<file path="src/rtl/l1_l2_arbiter.sv">
// Shares one L2 port between the L1I and L1D caches; one transaction at a time.
// Optional ARB_ROUND_ROBIN_EN: ties alternate by last_served instead of favouring D.
module l1_l2_arbiter #(
   parameter int TAG_W = 20,
   parameter int IDX_W = 6
) (
   input  logic             clk,
   input  logic             nrst,
   input  logic             read_I_arb,
   input  logic             write_I_arb,
   input  logic [IDX_W-1:0] index_I_arb,
   input  logic [TAG_W-1:0] tag_I_arb,
   input  logic [TAG_W-1:0] write_tag_I_arb,
   output logic             ready_arb_I,
   input  logic             read_D_arb,
   input  logic             write_D_arb,
   input  logic [IDX_W-1:0] index_D_arb,
   input  logic [TAG_W-1:0] tag_D_arb,
   input  logic [TAG_W-1:0] write_tag_D_arb,
   output logic             ready_arb_D,
   output logic             read_arb_L2,
   output logic             write_arb_L2,
   output logic [IDX_W-1:0] index_arb_L2,
   output logic [TAG_W-1:0] tag_arb_L2,
   output logic [TAG_W-1:0] write_tag_arb_L2,
   input  logic             ready_L2_arb,
   output logic [1:0]       grant,
   output logic             busy
);

   // state     | meaning
   // S_IDLE    | sample requests, arbitrate
   // S_GRANT_I | L1I owns L2, wait for ready_L2_arb
   // S_GRANT_D | L1D owns L2, wait for ready_L2_arb
   // S_RELEASE | one-cycle ready pulse to the owner, requests ignored
   typedef enum logic [1:0] {
      S_IDLE    = 2'b00,
      S_GRANT_I = 2'b01,
      S_GRANT_D = 2'b10,
      S_RELEASE = 2'b11
   } state_t;

   state_t             r_state;
   state_t             w_state_nxt;
   logic               r_last_served;
   logic               r_rd;
   logic               r_wr;
   logic [IDX_W-1:0]   r_idx;
   logic [TAG_W-1:0]   r_tag;
   logic [TAG_W-1:0]   r_wtag;
   logic               r_ready_I;
   logic               r_ready_D;
   logic               w_req_I;
   logic               w_req_D;
   logic               w_tie_D;
   logic               w_granted;

   assign w_req_I = read_I_arb | write_I_arb;
   assign w_req_D = read_D_arb | write_D_arb;

`ifdef ARB_ROUND_ROBIN_EN
   assign w_tie_D = ~r_last_served;
`else
   assign w_tie_D = 1'b1;
`endif

   always_comb begin
      w_state_nxt = r_state;
      case (r_state)
         S_IDLE: begin
            if (w_req_I && w_req_D)
               w_state_nxt = w_tie_D ? S_GRANT_D : S_GRANT_I;
            else if (w_req_I)
               w_state_nxt = S_GRANT_I;
            else if (w_req_D)
               w_state_nxt = S_GRANT_D;
         end
         S_GRANT_I, S_GRANT_D: begin
            if (ready_L2_arb)
               w_state_nxt = S_RELEASE;
         end
         default: w_state_nxt = S_IDLE;
      endcase
   end

   always_ff @(posedge clk or negedge nrst) begin
      if (!nrst) begin
         r_state       <= S_IDLE;
         r_last_served <= 1'b0;
         r_rd          <= 1'b0;
         r_wr          <= 1'b0;
         r_idx         <= '0;
         r_tag         <= '0;
         r_wtag        <= '0;
         r_ready_I     <= 1'b0;
         r_ready_D     <= 1'b0;
      end else begin
         r_state   <= w_state_nxt;
         r_ready_I <= (r_state == S_GRANT_I) && ready_L2_arb;
         r_ready_D <= (r_state == S_GRANT_D) && ready_L2_arb;
         // A write wins over a simultaneous read from the same requester.
         if (r_state == S_IDLE && w_state_nxt == S_GRANT_I) begin
            r_last_served <= 1'b0;
            r_rd          <= read_I_arb & ~write_I_arb;
            r_wr          <= write_I_arb;
            r_idx         <= index_I_arb;
            r_tag         <= tag_I_arb;
            r_wtag        <= write_tag_I_arb;
         end else if (r_state == S_IDLE && w_state_nxt == S_GRANT_D) begin
            r_last_served <= 1'b1;
            r_rd          <= read_D_arb & ~write_D_arb;
            r_wr          <= write_D_arb;
            r_idx         <= index_D_arb;
            r_tag         <= tag_D_arb;
            r_wtag        <= write_tag_D_arb;
         end
      end
   end

   assign w_granted        = (r_state == S_GRANT_I) || (r_state == S_GRANT_D);
   assign read_arb_L2      = w_granted & r_rd;
   assign write_arb_L2     = w_granted & r_wr;
   assign index_arb_L2     = r_idx;
   assign tag_arb_L2       = r_tag;
   assign write_tag_arb_L2 = r_wtag;
   assign ready_arb_I      = r_ready_I;
   assign ready_arb_D      = r_ready_D;
   assign grant            = {r_state == S_GRANT_D, r_state == S_GRANT_I};
   assign busy             = (r_state != S_IDLE);

endmodule
</file>
<file path="config.mk">
export PLATFORM = sky130hd
export DESIGN_NAME = l1_l2_arbiter
export DESIGN_NICKNAME = d
export VERILOG_FILES = /design/src/rtl/l1_l2_arbiter.sv
export SDC_FILE = /design/constraint.sdc
export NUM_CORES = 1
export LEC_CHECK = 0
export ABC_AREA = 0
export CAP_MARGIN = 30
export CORE_UTILIZATION = 35
export DETAILED_ROUTE_END_ITERATION = 8
export HOLD_SLACK_MARGIN = 0.12
export PLACE_DENSITY = 0.8
export SYNTH_ARGS = -nofsm -noshare
export SYNTH_HDL_FRONTEND = slang
export SYNTH_SLANG_ARGS = --single-unit
export TNS_END_PERCENT = 30
</file>
<file path="constraint.sdc">
create_clock -name clk -period 2.3 [get_ports clk]
set_clock_uncertainty 0.2 [all_clocks]
set_input_delay 0.23 -clock clk [delete_from_list [all_inputs] [get_ports clk]]
set_output_delay 0.23 -clock clk [all_outputs]
set_load 0.01 [all_outputs]
</file>
==> flow_metrics.env, run 1 <==
export IMPL_synth_top_cell_area_share=0.488
export IMPL_antenna_cells=0
export IMPL_grt_overflow=0
export IMPL_hold_path_class="input pin to asynchronous set/reset pin"
export IMPL_ys_seq_area_frac=0.488
export IMPL_setup_violations=0
export IMPL_row_count=31
export IMPL_yosys_cell_types_count=24
export IMPL_drtPass1Iterations=4
export IMPL_netlist_area_um2=2660
export IMPL_boundaryPins=152
export IMPL_rr_worst_depth=8
export IMPL_finalCriticalPeriod_ns=2.28
export IMPL_drc=0
export IMPL_clock_path_buffers=2
export IMPL_core_um2=7290
export IMPL_first_iter_violations=102
export IMPL_cts_sinks=52
export IMPL_rrSetupSlack_ns=0.02
export IMPL_die_w_um=89.2
export IMPL_relSlewSlack=0.586
export IMPL_synth_common_cells="dfrtp_1, a21oi_1, a31oi_1"
export IMPL_maxSlewViolCount=0
export IMPL_p_per_area_nw_per_um2=1430
export IMPL_r2r_start="r_state[0]"
export IMPL_cp_max_fo=15
export IMPL_fin_area_um2=4730
export IMPL_dp_cells=495
export IMPL_synthArstFlopShare=1.00
export IMPL_period_share=0.990
export IMPL_vias=2601
export IMPL_drive_gt1_frac=0.130
export IMPL_gp_congestion=0.838
export IMPL_crit_start="r_state[0]"
export IMPL_port_buffers=151
export IMPL_synth_seq_cells=52
export IMPL_yosysWarningCount=0
export IMPL_cp_required_ns=2.27
export IMPL_drv_cap=0
export IMPL_cp_end_kind="flop"
export IMPL_ir_drop_mv=0.824
export IMPL_rr_endpoint="tag_arb_L2[13]"
export IMPL_cts_tree="yes"
export IMPL_synth_area_leader_cell="dfrtp_1"
export IMPL_status="completed"
export IMPL_start_kind="flop"
export IMPL_rsz0062_at_grt="true"
export IMPL_via_per_inst=5.07
export IMPL_instances_no_fill=513
export IMPL_hold_viol_final=0
export IMPL_grt_pass1_wl_um=11900
export IMPL_clock_latency_ns=0.29
export IMPL_avgSynthCellArea_um2=10.7
export IMPL_synth_fp_nets=351
export IMPL_cts_inserted_buffers=5
export IMPL_synth_edf_count=0
export IMPL_grt_max_degree=58
export IMPL_syn2layout_area_growth_pct=77.6
export IMPL_worst_setup_path_type="flop to flop"
export IMPL_dpl_hpwl_um=5520
export IMPL_place_area_um2=4400
export IMPL_die_area_um2=7960
export IMPL_crit_end="tag_arb_L2[13]"
export IMPL_start_util=0.365
export IMPL_synthFlopType="dfrtp_1"
export IMPL_antenna_found_initial=0
export IMPL_fmax_mhz=439
export IMPL_leakagePower_uw=0.00217
export IMPL_clk_pin_slew_ns=0.09
export IMPL_die_h_um=89.2
export IMPL_arrival_ns=2.24
export IMPL_tightest_slew_ns=0.621
export IMPL_clockRootBuffer="clkbuf_8"
export IMPL_grt_pass1_vias=2534
export IMPL_antenna_left=0
export IMPL_synth_most_common_cell="dfrtp_1"
export IMPL_finalNetCount=516
export IMPL_htree_levels=2
export IMPL_synth_area_leaders="dfrtp_1, mux2i_1, a31oi_1"
export IMPL_synth_cells=248
export IMPL_routed_wl_um=7950
export IMPL_grt_use_total=0.192
export IMPL_wl_per_cell_um=15.5
registers in the layout, summed over array words and instances, names as in the netlist:
| register | cells |
|---|---|
| write_tag_arb_L2 | 20 |
| r_state | 2 |
| index_arb_L2 | 6 |
| r_wr | 1 |
| r_rd | 1 |
| ready_arb_I | 1 |
| ready_arb_D | 1 |
| tag_arb_L2 | 20 |
how the worst min path moves through the flow:
stage,start,to,slack (ns),depth (start not counted)
after floorplan,nrst,index_arb_L2[0],-0.27,0
after global placement,nrst,tag_arb_L2[19],0.07,1
after detailed placement,nrst,tag_arb_L2[19],0.08,1
after CTS,nrst,tag_arb_L2[19],0.30,2
after global routing,nrst,tag_arb_L2[19],0.32,2
final,nrst,tag_arb_L2[19],0.30,2
critical path, stage by stage, from the launching register on:
cell	delay, ns
dfrtp_1	0.37
inv_2	0.06
ha_4	0.28
o21a_1	0.13
a31oi_2	0.05
or4_4	0.54
buf_6	0.20
mux2i_1	0.19
a31oi_2	0.12
per-stage QoR:
stage | setup WS, ns | hold slack [ns] | power (uW) | TNS [ns] | utilization
2_1_floorplan | -0.0553 | -0.266 | 3520 | -1.11 | -
3_3_place_gp | -0.215 | 0.0700 | 5240 | -8.79 | 0.604
3_5_place_dp | -0.317 | 0.0785 | 5360 | -13.14 | 0.604
4_1_cts | 0.00474 | 0.303 | 6510 | 0 | 0.639
5_1_grt | -0.0519 | 0.319 | 7210 | -0.902 | 0.649
6_report | 0.0231 | 0.297 | 6760 | 0 | 0.649
cell type report:
class / instances / area, um2
well taps: 99 / 124
fillers: 628 / 2560
clock buffers: 7 / 96.3
flip-flops and latches: 52 / 1300
repair buffers: 184 / 1910
multi-input cells: 164 / 1240
inverters: 6 / 22.5
clock inverters: 1 / 30.0
metal layers:
layer | vias to the layer above | GRT usage | wire length, um
met3 | 6 | 0.0489 | 543
met4 | 0 | 0.0447 | 71
li1 | 1261 | - | -
met2 | 102 | 0.351 | 4100
met1 | 1232 | 0.225 | 3240
met5 | - | 0 | 0
kinds of logic after synthesis:
| family | after synthesis | synth area share |
|---|---|---|
| AOI/OAI and AO/OA | 100 | 0.216 |
| DFF | 52 | 0.488 |
| muxes | 48 | 0.181 |
| buffers and inverters | 32 | 0.0705 |
| and+or+nand+nor | 11 | 0.0221 |
| adders and majority gates | 4 | 0.0188 |
| xor gates and xnor gates | 1 | 0.00329 |
repair_timing:
item | in CTS | in global routing
gates cloned | 3 | 2
hold endpoints to repair | 25 | 0
pin swaps | 1 | 2
endpoints found under the setup margin | 48 | 48
setup buffers | 2 | 3
hold buffers | 1 | 0
gates resized for setup | 7 | 7
layout by cell type (no fill, tap or decap), types with 2 or more instances in the layout:
| cell | Yosys | layout |
|---|---|---|
| clkbuf_16 | 0 | 2 |
| ha_1 | 4 | 3 |
| a31oi_2 | 0 | 2 |
| nor2_1 | 3 | 2 |
| mux2i_1 | 46 | 45 |
| clkbuf_8 | 0 | 7 |
| buf_4 | 3 | 17 |
| buf_12 | 3 | 6 |
| a21oi_1 | 47 | 47 |
| inv_2 | 0 | 2 |
| buf_6 | 0 | 5 |
| inv_1 | 6 | 4 |
| dfrtp_1 | 52 | 52 |
| a31oi_1 | 47 | 45 |
| mux2_2 | 2 | 2 |
| clkdlybuf4s50_1 | 0 | 150 |
| and2_1 | 4 | 4 |
report_power, final:
| part | internal, uW | switching [uW] | total, uW |
|---|---|---|---|
| sequential | 1380 | 232 | 1610 |
| combinational | 2390 | 2080 | 4480 |
| clock | 384 | 286 | 670 |
No activity file was read; power rests on OpenSTA's default activity.
==> run 2: changes to the inputs <==
==> config.mk (replaced) <==
export PLATFORM = sky130hd
export DESIGN_NAME = l1_l2_arbiter
export DESIGN_NICKNAME = d
export VERILOG_FILES = /design/src/rtl/l1_l2_arbiter.sv
export SDC_FILE = /design/constraint.sdc
export NUM_CORES = 1
export LEC_CHECK = 0
export ABC_AREA = 1
export CAP_MARGIN = 30
export CORE_UTILIZATION = 30
export DETAILED_ROUTE_END_ITERATION = 8
export HOLD_SLACK_MARGIN = 0.12
export PLACE_DENSITY = 0.67
export SYNTH_ARGS = -nofsm -noshare
export SYNTH_HDL_FRONTEND = slang
export SYNTH_SLANG_ARGS = --single-unit
export TNS_END_PERCENT = 100
==> run 2 against run 1 <==
Net effect:
- worst setup slack better by 0.11 ns
- critical endpoint is now tag_arb_L2[18]
- routed wire length up 18%
- via count up 25%
- largest power group unchanged
- fmax up 4.8%
- critical path type unchanged
==> flow_metrics.env, run 2 <==
export IMPL_status="completed"
export IMPL_cts_sinks=52
export IMPL_clock_latency_ns=0.30
export IMPL_vias=3246
export IMPL_wl_per_cell_um=13.6
export IMPL_via_per_inst=4.68
export IMPL_hold_path_class="input pin to asynchronous set/reset pin"
export IMPL_hold_viol_final=0
export IMPL_final_cell_mix="clkdlybuf4s50_1, nand2_1, nand3_1"
export IMPL_cts_tree="yes"
export IMPL_maxSlewViolCount=0
export IMPL_synth_top_cell_area_share=0.430
export IMPL_cp_end_kind="flop"
export IMPL_netlist_area_um2=3030
export IMPL_start_kind="flop"
export IMPL_synthArstFlopShare=1.00
export IMPL_cts_inserted_buffers=5
export IMPL_dpl_hpwl_um=6620
export IMPL_syn2layout_area_growth_pct=63.8
export IMPL_synth_top_family_by_area="simple AND/OR/NAND/NOR gates"
export IMPL_cp_required_ns=2.29
export IMPL_area_sequential_um2=1300
export IMPL_finalNetCount=663
export IMPL_antenna_left=0
export IMPL_synth_cells=411
export IMPL_avgSynthCellArea_um2=7.37
export IMPL_synth_seq_cells=52
export IMPL_tightest_slew_ns=0.619
export IMPL_finalCriticalPeriod_ns=2.17
export IMPL_row_count=36
export IMPL_synth_simple_area_share=0.309
export IMPL_fin_setup_tns_ns=0
export IMPL_routed_wl_um=9410
export IMPL_grt_max_degree=49
export IMPL_grt_pass1_vias=3163
export IMPL_grt_use_total=0.179
export IMPL_leakagePower_uw=0.00234
export IMPL_synth_most_common_cell="nand2_1"
export IMPL_synthMuxAreaShare=0
export IMPL_drv_cap=0
export IMPL_port_buffers=151
export IMPL_gp_congestion=0.754
export IMPL_ys_seq_area_frac=0.430
export IMPL_antenna_found_initial=0
export IMPL_fmax_mhz=460
export IMPL_nFillCells=958
export IMPL_post_route_util=0.507
export IMPL_clock_path_buffers=2
export IMPL_ir_drop_mv=0.665
export IMPL_first_iter_violations=104
export IMPL_htree_levels=2
export IMPL_synth_adder_area_share=0.0165
export IMPL_start_util=0.310
export IMPL_core_um2=9770
export IMPL_synthXorXnorAreaFrac=0
export IMPL_synth_common_cells="nand2_1, nand3_1, inv_1"
export IMPL_synth_area_leader_cell="dfrtp_1"
export IMPL_drc=0
export IMPL_grt_pass1_wl_um=14700
export IMPL_yosysWarningCount=0
export IMPL_relSlewSlack=0.587
export IMPL_synth_compound_area_frac=0.120
export IMPL_clk_pin_slew_ns=0.10
export IMPL_multi_input_area_um2=1390
export IMPL_synth_area_leaders="dfrtp_1, nand3_1, nand2_1"
export IMPL_synth_edf_count=0
export IMPL_arrival_ns=2.16
export IMPL_grt_overflow=0
export IMPL_drive_gt1_frac=0.0732
export IMPL_die_area_um2=10500
export IMPL_die_w_um=102
export IMPL_yosys_cell_types_count=14
export IMPL_drtPass1Iterations=4
export IMPL_setup_violations=0
export IMPL_antenna_cells=0
export IMPL_p_per_area_nw_per_um2=1240
export IMPL_worst_setup_path_type="flop to flop"
export IMPL_synth_fp_nets=514
export IMPL_cp_max_fo=8
export IMPL_clockRootBuffer="clkbuf_8"
export IMPL_die_h_um=102
export IMPL_final_common_cell="clkdlybuf4s50_1"
export IMPL_synthFlopType="dfrtp_1"
export IMPL_period_share=0.944
export IMPL_boundaryPins=152
## run 2: cell count changes after synthesis, sizes merged, moves of 3 or more
cell    previous run  this run
inv                6        59
buf               12        23
mux2i             46         0
nand2              1       114
o21bai             1        46
a21oi             47         1
nor2               3         6
clkbuf            14         7
a31oi             47         0
and2               4         0
nand3              0        97
## run 2: path summary, 6_finish.rpt
check	start	to	slack [ns]	cells past startpoint
setup / recovery	r_state[1]	tag_arb_L2[18]	0.13	13
hold / removal	nrst	write_tag_arb_L2[19]	0.27	2
setup reg to reg	r_state[1]	tag_arb_L2[18]	0.13	13
hold reg to reg	tag_arb_L2[4]	tag_arb_L2[4]	0.32	2
max in group asynchronous	nrst	write_tag_arb_L2[2]	1.05	3
min in group clk	tag_arb_L2[4]	tag_arb_L2[4]	0.32	2
## run 2: stage by stage
step | instances | instance area [um2] | power, uW | hold slack, ns | setup slack, ns
floorplan | 411 | 3030 | 3700 | -0.266 | 0.268
global placement | 677 | 4730 | 5330 | 0.0721 | 0.119
detailed placement | 677 | 4730 | 5450 | 0.0773 | 0.0168
CTS | 685 | 4820 | 5990 | 0.287 | 0.0140
global route | 693 | 4960 | 6680 | 0.327 | -0.0406
finish | 693 | 4960 | 6150 | 0.270 | 0.128
## run 2: final cells by class
| type | count | area share |
|---|---|---|
| Clock buffer | 5 | 0.0139 |
| Clock inverter | 2 | 0.00252 |
| Inverter | 59 | 0.0447 |
| Multi-Input combinational cell | 270 | 0.280 |
| Sequential cell | 52 | 0.262 |
| Tap cell | 133 | 0.0336 |
| Timing Repair Buffer | 172 | 0.363 |
## run 2: routing by layer
metal / routed length [um] / GRT usage / share of wire / vias up
li1: - / - / - / 1599
met1: 3960 / 0.210 / 0.42 / 1518
met4: 148 / 0.0527 / 0.016 / 0
met2: 4740 / 0.329 / 0.50 / 116
met3: 558 / 0.0363 / 0.059 / 13
met5: 0 / 0 / 0 / -
## run 2: kinds of logic after synthesis
logic type / count (synthesis)
buffers and inverters: 89
adder cells (fa/ha/maj): 4
flip-flops: 52
AND/OR/NAND/NOR: 217
AO/OA/AOI/OAI: 49
## run 2: power by group
| group | switching [uW] | internal (uW) | total, uW |
|---|---|---|---|
| registers | 262 | 1370 | 1640 |
| clock network | 301 | 207 | 508 |
| logic | 2120 | 1880 | 4010 |
## run 2: what timing repair did
action | in CTS | in global routing
setup buffers | 0 | 6
hold endpoints to repair | 26 | 0
pin swaps | 0 | 1
resized for setup | 1 | 9
cloned | 0 | 2
endpoints found under the setup margin | 14 | 50
hold buffers | 1 | 0
## run 2: worst max-delay path: stages, from the launching register on
cell	delay, ns
dfrtp_1	0.44
inv_2	0.11
ha_4	0.17
inv_2	0.05
nor2_1	0.09
nand2_1	0.10
nand2_1	0.12
nand3_2	0.13
nor2_4	0.18
buf_12	0.13
clkbuf_16	0.14
nand2_1	0.05
nand3_1	0.08
nand2_1	0.07
==> run 3: changes to the inputs <==
--- a/config.mk
+++ b/config.mk
@@ -11,6 +11,7 @@
 export DETAILED_ROUTE_END_ITERATION = 8
 export HOLD_SLACK_MARGIN = 0.12
 export PLACE_DENSITY = 0.67
+export SKIP_LAST_GASP = 1
 export SYNTH_ARGS = -nofsm -noshare
 export SYNTH_HDL_FRONTEND = slang
 export SYNTH_SLANG_ARGS = --single-unit
==> results of run 3 <==
Same layout as run 2: the final DEF is identical, and so are final timing and power.
